===== src/rtl/request_handler.sv =====
`default_nettype none
// ============================================================================
// request_handler - turns (address, request) byte pairs into a one-hot device
// select plus a single-cycle request strobe.                       Rev 1.0
// ============================================================================
module request_handler #(
  parameter int NUM_DEVICES    = 32,
  parameter int TIMEOUT_CYCLES = 1000
) (
  input  logic        clock,
  input  logic        reset,
  input  logic        enable,
  input  logic [7:0]  received_data,
  output logic        has_request,
  output logic [7:0]  request,
  output logic        device_selected,
  output logic [31:0] device_selector,
  output logic [2:0]  debug_state
);

  localparam int CNT_W = (TIMEOUT_CYCLES > 1) ? $clog2(TIMEOUT_CYCLES) : 1;
  localparam logic [CNT_W-1:0] CNT_LAST = CNT_W'(TIMEOUT_CYCLES - 1);
  localparam logic [8:0] NUM_DEV = 9'(NUM_DEVICES);

  typedef enum logic [2:0] {
    S_IDLE     = 3'd0,
    S_RECV_CMD = 3'd1,
    S_DECODE   = 3'd2,
    S_ISSUE    = 3'd3,
    S_ERROR    = 3'd4
  } state_t;

  state_t           state, state_next;
  logic [7:0]       address, address_next;
  logic [7:0]       command, command_next;
  logic [CNT_W-1:0] counter, counter_next;
  logic             has_request_next;
  logic [7:0]       request_next;
  logic             device_selected_next;
  logic [31:0]      device_selector_next;
  logic             address_valid;

  assign address_valid = ({1'b0, address} < NUM_DEV);
  assign debug_state   = state;

  always_ff @(posedge clock or negedge reset) begin
    if (!reset) begin
      state           <= S_IDLE;
      address         <= 8'd0;
      command         <= 8'd0;
      counter         <= '0;
      has_request     <= 1'b0;
      request         <= 8'd0;
      device_selected <= 1'b0;
      device_selector <= 32'd0;
    end else begin
      state           <= state_next;
      address         <= address_next;
      command         <= command_next;
      counter         <= counter_next;
      has_request     <= has_request_next;
      request         <= request_next;
      device_selected <= device_selected_next;
      device_selector <= device_selector_next;
    end
  end

  always_comb begin
    state_next           = state;
    address_next         = address;
    command_next         = command;
    counter_next         = counter;
    has_request_next     = 1'b0;
    request_next         = request;
    device_selected_next = device_selected;
    device_selector_next = device_selector;

    case (state)
      S_IDLE: begin
        if (enable) begin
          address_next = received_data;
          counter_next = '0;
          state_next   = S_RECV_CMD;
        end
      end
      S_RECV_CMD: begin
        // A byte arriving on the final idle edge still wins over the timeout.
        if (enable) begin
          command_next = received_data;
          counter_next = '0;
          state_next   = S_DECODE;
        end else if (counter == CNT_LAST) begin
          counter_next = '0;
          state_next   = S_IDLE;
        end else begin
          counter_next = counter + 1'b1;
        end
      end
      S_DECODE: begin
        if (address_valid) begin
          has_request_next     = 1'b1;
          request_next         = command;
          device_selector_next = 32'd1 << address[4:0];
          device_selected_next = 1'b1;
          state_next           = S_ISSUE;
        end else begin
          request_next         = 8'd0;
          device_selector_next = 32'd0;
          device_selected_next = 1'b0;
          state_next           = S_ERROR;
        end
      end
      S_ISSUE:  state_next = S_IDLE;
      S_ERROR:  state_next = S_IDLE;
      default:  state_next = S_IDLE;
    endcase
  end

endmodule
`default_nettype wire


===== config.mk =====
export PLATFORM = sky130hd
export DESIGN_NAME = request_handler
export DESIGN_NICKNAME = d
export VERILOG_FILES = /design/src/rtl/request_handler.sv
export SDC_FILE = /design/constraint.sdc
export NUM_CORES = 1
export LEC_CHECK = 0
export CORE_ASPECT_RATIO = 0.75
export CORE_MARGIN = 5
export CORE_UTILIZATION = 51
export DETAILED_ROUTE_END_ITERATION = 6
export PLACE_DENSITY = 0.86
export SYNTH_ARGS = -nofsm -noshare
export SYNTH_HDL_FRONTEND = slang
export SYNTH_SLANG_ARGS = --single-unit

===== constraint.sdc =====
create_clock -name clock -period 2.2 [get_ports clock]
set_input_delay 0.66 -clock clock [delete_from_list [all_inputs] [get_ports clock]]
set_output_delay 0.66 -clock clock [all_outputs]
set_load 0.005 [all_outputs]

==> results of run 1 <==
-- power breakdown --
group / total [mW] / internal (mW) / switching, mW / leakage (nW)
clock network: 1.26 / 0.756 / 0.503 / 0.123
registers: 1.87 / 1.59 / 0.283 / 0.950
logic: 1.10 / 0.611 / 0.492 / 0.566
-- metal layers --
layer	part of all wire, %	vias to the layer above	wire (µm)	global-route usage (%)
met4	1.2	0	72	6.84
met2	47	57	2860	28.8
li1	-	951	-	-
met5	0	-	0	0
met3	5.6	6	339	6.09
met1	46	1044	2830	25.5
-- path summary, 6_finish.rpt --
path / cells past startpoint / start / end
max in group asynchronous: 2 / reset / counter[4]
hold / removal: 2 / reset / device_selector[20]
hold reg to reg: 2 / device_selector[24] / device_selector[24]
setup / recovery: 1 / debug_state[0] / debug_state[0]
min in group clock: 2 / device_selector[24] / device_selector[24]
setup reg to reg: 5 / counter[0] / counter[5]
-- final cells by class --
cell class | instances | area [µm²] | area share (%)
clock buffer | 9 | 124 | 3.31
clock inverter | 7 | 121 | 3.25
inverter | 3 | 11.3 | 0.301
multi-input combinational | 145 | 1010 | 27.0
sequential | 71 | 1780 | 47.5
tap | 75 | 93.8 | 2.51
timing repair buffer | 61 | 603 | 16.1
-- flip-flops by register name (all words and copies together) (netlist names) --
name / count
device_selector: 32
counter: 10
address: 8
command: 8
request: 8
debug_state: 3
device_selected: 1
has_request: 1
-- per-stage QoR --
step           std cells  util, %  total power, mW  area [µm²]
6_report             371     69.5             4.24        3740
5_1_grt              371     69.5             4.48        3740
4_1_cts              371     69.5             4.27        3740
3_5_place_dp         355     64.9             3.00        3490
3_3_place_gp         355     64.9             2.95        3490
2_1_floorplan        231        -             2.52        2860
-- Yosys cell counts --
| cell | n | area (µm²) |
|---|---|---|
| sky130_fd_sc_hd__buf_2 | 3 | 15.0 |
| sky130_fd_sc_hd__nand4bb_1 | 2 | 22.5 |
| sky130_fd_sc_hd__and2_1 | 1 | 6.26 |
| sky130_fd_sc_hd__a32o_1 | 4 | 40.0 |
| sky130_fd_sc_hd__o21ai_0 | 21 | 105 |
| sky130_fd_sc_hd__inv_1 | 3 | 11.3 |
| sky130_fd_sc_hd__nor3_1 | 1 | 5.00 |
| sky130_fd_sc_hd__nand4_1 | 5 | 31.3 |
| sky130_fd_sc_hd__nor2b_1 | 2 | 12.5 |
| sky130_fd_sc_hd__dfrtp_1 | 71 | 1780 |
| sky130_fd_sc_hd__ha_1 | 1 | 12.5 |
| sky130_fd_sc_hd__nor2_1 | 12 | 45.0 |
| sky130_fd_sc_hd__or2_2 | 3 | 18.8 |
| sky130_fd_sc_hd__or4_1 | 1 | 7.51 |
| sky130_fd_sc_hd__a21oi_1 | 3 | 15.0 |
| sky130_fd_sc_hd__and4b_4 | 1 | 13.8 |
| sky130_fd_sc_hd__mux2_2 | 16 | 180 |
| sky130_fd_sc_hd__nand2_1 | 23 | 86.3 |
| sky130_fd_sc_hd__nor2b_4 | 1 | 13.8 |
| sky130_fd_sc_hd__xor2_1 | 5 | 43.8 |
| sky130_fd_sc_hd__and3_1 | 3 | 18.8 |
| sky130_fd_sc_hd__clkbuf_1 | 7 | 26.3 |
| sky130_fd_sc_hd__or3_1 | 3 | 18.8 |
| sky130_fd_sc_hd__or3b_1 | 1 | 8.76 |
| sky130_fd_sc_hd__a22o_1 | 20 | 175 |
| sky130_fd_sc_hd__a21o_1 | 1 | 7.51 |
| sky130_fd_sc_hd__buf_6 | 2 | 22.5 |
| sky130_fd_sc_hd__nand3_1 | 4 | 20.0 |
| sky130_fd_sc_hd__nand2b_1 | 2 | 12.5 |
| sky130_fd_sc_hd__a22oi_1 | 1 | 7.51 |
| sky130_fd_sc_hd__o31ai_1 | 1 | 7.51 |
| sky130_fd_sc_hd__and4bb_4 | 2 | 32.5 |
| sky130_fd_sc_hd__o21ai_1 | 1 | 5.00 |
| sky130_fd_sc_hd__and3b_1 | 1 | 8.76 |
| sky130_fd_sc_hd__nand4b_1 | 3 | 26.3 |
-- placed cells by master, fill, tap and decap left out, drive strengths merged, types with 2 or more instances in the layout --
| cell type | n |
|---|---|
| dfrtp | 71 |
| clkdlybuf4s50 | 54 |
| nand2 | 23 |
| o21ai | 22 |
| a22o | 20 |
| mux2 | 16 |
| nor2 | 12 |
| clkbuf | 9 |
| buf | 7 |
| nand4 | 5 |
| xor2 | 5 |
| nand3 | 4 |
| a32o | 4 |
| clkinv | 4 |
| and3 | 3 |
| or2 | 3 |
| inv | 3 |
| or3 | 3 |
| a21oi | 3 |
| nand4b | 3 |
| bufinv | 3 |
| nor2b | 3 |
| nand4bb | 2 |
| nand2b | 2 |
| and4bb | 2 |
-- cells by family (layout without fill, tap and decap cells) --
family / count (synthesis) / count (layout) / share of synthesized area [%]
DFF: 71 / 71 / 62.1
adders and majority gates: 1 / 1 / 0.437
muxes: 16 / 16 / 6.30
buffers and inverters: 15 / 80 / 2.62
xor gates and xnor gates: 5 / 5 / 1.53
and+or+nand+nor: 71 / 71 / 14.3
AOI/OAI and AO/OA: 52 / 52 / 12.7
==> flow_metrics.py, run 1 <==
metrics = {
    "route": {
        "postRouteWirelength_mm": 6.11,
        "detail-route-antenna-nets": 0,
        "routed_wire_length_per_instance_um": 16.5,
        "vias": 2058,
        "detailedRoute.firstIterationViolations": 108,
        "drc": 0,
        "dr.pass1.iters": 4,
        "via_per_inst": 5.55,
    },
    "layout": {
        "fill_cells": 411,
        "insertedDiodeCount": 0,
        "final_layout_size_suffix_gt1_share_pct": 15.5,
        "area_growth_pct": 30.7,
        "num-nets-final": 303,
    },
    "global_route": {
        "antenna_found_initial": 0,
        "wire_length_of_the_first_global_routing_pass_mm": 10.2,
        "grt_pass1_vias": 2048,
        "gr-total-overflow": 0,
        "pin_count_of_the_biggest_net_entering_global_routing": 72,
        "grt.total_usage_pct": 18.8,
    },
    "outcome": {
        "outcome": "finished, final reports clean",
    },
    "timing": {
        "final_min_period_over_clock_period_pct": 94.2,
        "worst_slack_ns": 0.128,
        "max-slew-margin-rel_pct": 59.3,
        "hold_viol": 0,
        "tightest_slew_ns": 0.607,
        "skew_ns": 0.00928,
        "setup_viol": 0,
        "grt_setup_unrepaired": "no",
        "max_freq_mhz": 483,
        "maxSlewViolCount": 0,
        "timing.final.crit_period_ns": 2.07,
        "finalHoldWorstSlack_ns": 0.326,
        "final.setup.tns_ns": 0,
    },
    "clock_network": {
        "cts_post_setup_buffers_inserted": 0,
        "clk_path_buf_depth": 2,
        "cts_tree": "built",
        "cts_resized": 0,
        "clock_tree.htree_level_count": 3,
        "path_clk_slew_ns": 0.08,
        "numClockSinks": 71,
        "number_of_clock_buffers_inserted_by_tritoncts": 9,
        "ctsHoldBuffers": 0,
        "clk_latency_ns": 0.35,
        "cts-root-buf": "sky130_fd_sc_hd__clkbuf_8",
    },
    "placed_design": {
        "worst_case_setup_slack_after_placement_ns": 0.0149,
        "place.port_buffers": 55,
        "dp_hpwl_mm": 4.18,
        "gp_congestion": 0.862,
    },
    "setup_path": {
        "cp-end-kind": "primary output",
        "timing_worst_setup_path_type": "reg -> out",
        "crit_path_max_fanout": 9,
        "r2r_slack_ns": 0.33,
        "critPathBufInv": 1,
        "critPathArrivalTime_ns": 1.41,
        "largest_delay_share_family_worst_path": "buffers and inverters",
        "critical-path-max-stage-delay_ns": 0.56,
        "worst_setup_path_start_kind": "flip-flop",
        "max_stage_delay_cell_worst_path": "sky130_fd_sc_hd__clkdlybuf4s50_1",
        "cp_cell_instances": "clkdlybuf4s50_1",
        "data_required_time_at_the_worst_endpoint_ns": 1.54,
    },
    "power": {
        "p_leak_nw": 1.64,
        "power-per-cell-area_nw_per_um2": 1130,
        "power.ir.vdd_worst_mv": 0.644,
    },
    "yosys": {
        "netlist_area_um2": 2860,
        "syn-num-nets": 243,
        "synthCells": 231,
        "ys_seq_elements": 71,
        "synth_area_per_cell_um2": 12.4,
        "seq_area_frac_synth_pct": 62.1,
        "yosys_warning_count": 0,
        "synth.lib_cells_used.distinct": 35,
    },
    "worst_hold_path": {
        "holdCritPathClass": "in -> async",
    },
    "die": {
        "placement_rows": 23,
        "floorplan.die.width_um": 96.5,
        "die-height_um": 74.9,
        "floorplan.die_area_um2": 7220,
        "initial_utilization_pct": 53.2,
        "coreArea_um2": 5380,
        "boundaryPins": 56,
    },
    "flow_run": {
        "maxCapViolCount": 0,
    },
}
(Power assumes the default switching activity.)
==> inputs of run 2 (changes only) <==
CORE_MARGIN = 2   (was 5)
CTS_BUF_LIST = sky130_fd_sc_hd__clkbuf_16   (was not set)
==> flow_metrics.py, run 2 (synthesis results as in run 1) <==
metrics = {
    "timing": {
        "final.setup.tns_ns": 0,
        "setup_viol": 0,
        "grt_setup_unrepaired": "no",
        "skew_ns": 0.00566,
        "final_min_period_over_clock_period_pct": 92.7,
        "max-slew-margin-rel_pct": 59.6,
        "tightest_slew_ns": 0.602,
        "finalHoldWorstSlack_ns": 0.334,
        "hold_viol": 0,
        "maxSlewViolCount": 0,
        "max_freq_mhz": 490,
        "timing.final.crit_period_ns": 2.04,
    },
    "global_route": {
        "antenna_found_initial": 0,
        "gr-total-overflow": 0,
        "grt_pass1_vias": 1998,
        "wire_length_of_the_first_global_routing_pass_mm": 9.89,
        "pin_count_of_the_biggest_net_entering_global_routing": 72,
        "grt.total_usage_pct": 21.1,
    },
    "layout": {
        "final_layout_size_suffix_gt1_share_pct": 14.5,
        "instances_no_fill": 371,
        "largestRegisters": "device_selector (32), counter (10)",
        "largest_register_by_flop_count": "device_selector",
        "number_of_flip_flops_in_the_largest_register": 32,
        "area_growth_pct": 31.4,
        "insertedDiodeCount": 0,
        "mostFrequentLayoutCell": "sky130_fd_sc_hd__dfrtp_1",
        "num-nets-final": 303,
        "fill_cells": 403,
        "final_cell_mix": "sky130_fd_sc_hd__dfrtp_1 (71), sky130_fd_sc_hd__clkdlybuf4s50_1 (54), sky130_fd_sc_hd__nand2_1 (23), sky130_fd_sc_hd__o21ai_0 (21), sky130_fd_sc_hd__a22o_1 (20)",
    },
    "setup_path": {
        "worstSetupStartpoint": "debug_state[0]",
        "r2r_slack_ns": 0.33,
        "timing.reg2reg.worst_path_depth": 5,
        "max_stage_delay_cell_worst_path": "sky130_fd_sc_hd__clkdlybuf4s50_1",
        "worst_setup_path_start_kind": "flip-flop",
        "critPathBufInv": 1,
        "crit_path_max_fanout": 9,
        "data_required_time_at_the_worst_endpoint_ns": 1.54,
        "worst_setup_path_endpoint": "debug_state[0]",
        "timing_worst_setup_path_type": "reg -> out",
        "rr_endpoint": "counter[3]",
        "cp_cell_instances": "clkdlybuf4s50_1",
        "cp-end-kind": "primary output",
        "critical-path-max-stage-delay_ns": 0.56,
        "critPathArrivalTime_ns": 1.38,
        "critical_path_cell_count": 1,
        "r2r-start": "counter[0]",
        "largest_delay_share_family_worst_path": "buffers and inverters",
    },
    "clock_network": {
        "cts_tree": "built",
        "cts-root-buf": "sky130_fd_sc_hd__clkbuf_16",
        "clk_path_buf_depth": 2,
        "numClockSinks": 71,
        "cts_post_setup_buffers_inserted": 0,
        "clk_latency_ns": 0.33,
        "number_of_clock_buffers_inserted_by_tritoncts": 9,
        "cts_resized": 0,
        "clock_tree.htree_level_count": 3,
        "ctsHoldBuffers": 0,
        "path_clk_slew_ns": 0.06,
    },
    "power": {
        "power-per-cell-area_nw_per_um2": 1140,
        "netSwitchingFraction_pct": 30.9,
        "p_leak_nw": 1.64,
        "pwr-share-clk_pct": 29.8,
        "combPwrFrac_pct": 26.2,
        "net_load_switching_power_mw": 1.33,
        "power.ir.vdd_worst_mv": 0.627,
        "pwr-share-seq_pct": 44.0,
        "cell_internal_pwr_mw": 2.96,
        "post-layout-total-power_mw": 4.28,
    },
    "route": {
        "drc": 0,
        "detailedRoute.firstIterationViolations": 132,
        "detail-route-antenna-nets": 0,
        "vias": 2047,
        "routed_wire_length_per_instance_um": 16.3,
        "dr.pass1.iters": 4,
        "via_per_inst": 5.52,
        "postRouteWirelength_mm": 6.05,
    },
    "die": {
        "initial_utilization_pct": 53.2,
        "floorplan.die_area_um2": 6230,
        "die-height_um": 68.9,
        "placement_rows": 23,
        "coreArea_um2": 5380,
        "floorplan.die.width_um": 90.5,
        "boundaryPins": 56,
    },
    "worst_hold_path": {
        "holdCritPathClass": "in -> async",
    },
    "placed_design": {
        "gp_congestion": 0.843,
        "place.port_buffers": 55,
        "cell_total_after_placement": 355,
        "dp_hpwl_mm": 4.04,
    },
    "outcome": {
        "outcome": "finished, final reports clean",
    },
    "flow_run": {
        "maxCapViolCount": 0,
    },
}
## run 2: how the worst min path moves through the flow
stage	slack [ns]	cells past startpoint	to	startpoint
finish	0.33	2	device_selector[21]	reset
global placement	0.46	2	device_selector[23]	device_selector[23]
CTS	0.36	2	device_selector[21]	reset
detailed placement	0.47	2	device_selector[17]	device_selector[17]
global route	0.36	2	device_selector[23]	reset
floorplan	0.36	0	address[0]	reset
## run 2: layout make-up
cell class	instances	area [µm²]	share of cell area, %
tap	75	93.8	2.50
clock inverter	7	40.0	1.07
inverter	3	11.3	0.300
clock buffer	9	225	5.99
multi-input combinational	145	1010	26.8
sequential	71	1780	47.3
timing repair buffer	61	603	16.0
## run 2: power by group through the flow
stage / clock, mW / sequential (mW) / combinational (mW)
6_report: 1.28 / 1.88 / 1.12
5_1_grt: 1.36 / 1.93 / 1.23
4_1_cts: 1.30 / 1.88 / 1.13
3_5_place_dp: 0 / 1.89 / 1.11
3_3_place_gp: 0 / 1.87 / 1.06
2_1_floorplan: 0 / 1.79 / 0.729
## run 2: metrics by stage
stage          area (µm²)  util [%]  setup slack (ns)
3_5_place_dp         3490      64.9          0.000971
6_report             3760      69.8             0.160
3_3_place_gp         3490      64.9            0.0866
4_1_cts              3760      69.8             0.148
2_1_floorplan        2860         -             0.491
5_1_grt              3760      69.8            0.0817
## run 2: per-layer routing
metal,vias to the layer above,GRT usage (%),wire length [µm]
li1,954,-,-
met5,-,0,0
met3,6,8.70,347
met4,0,6.35,61
met1,1023,26.2,2710
met2,64,34.5,2930
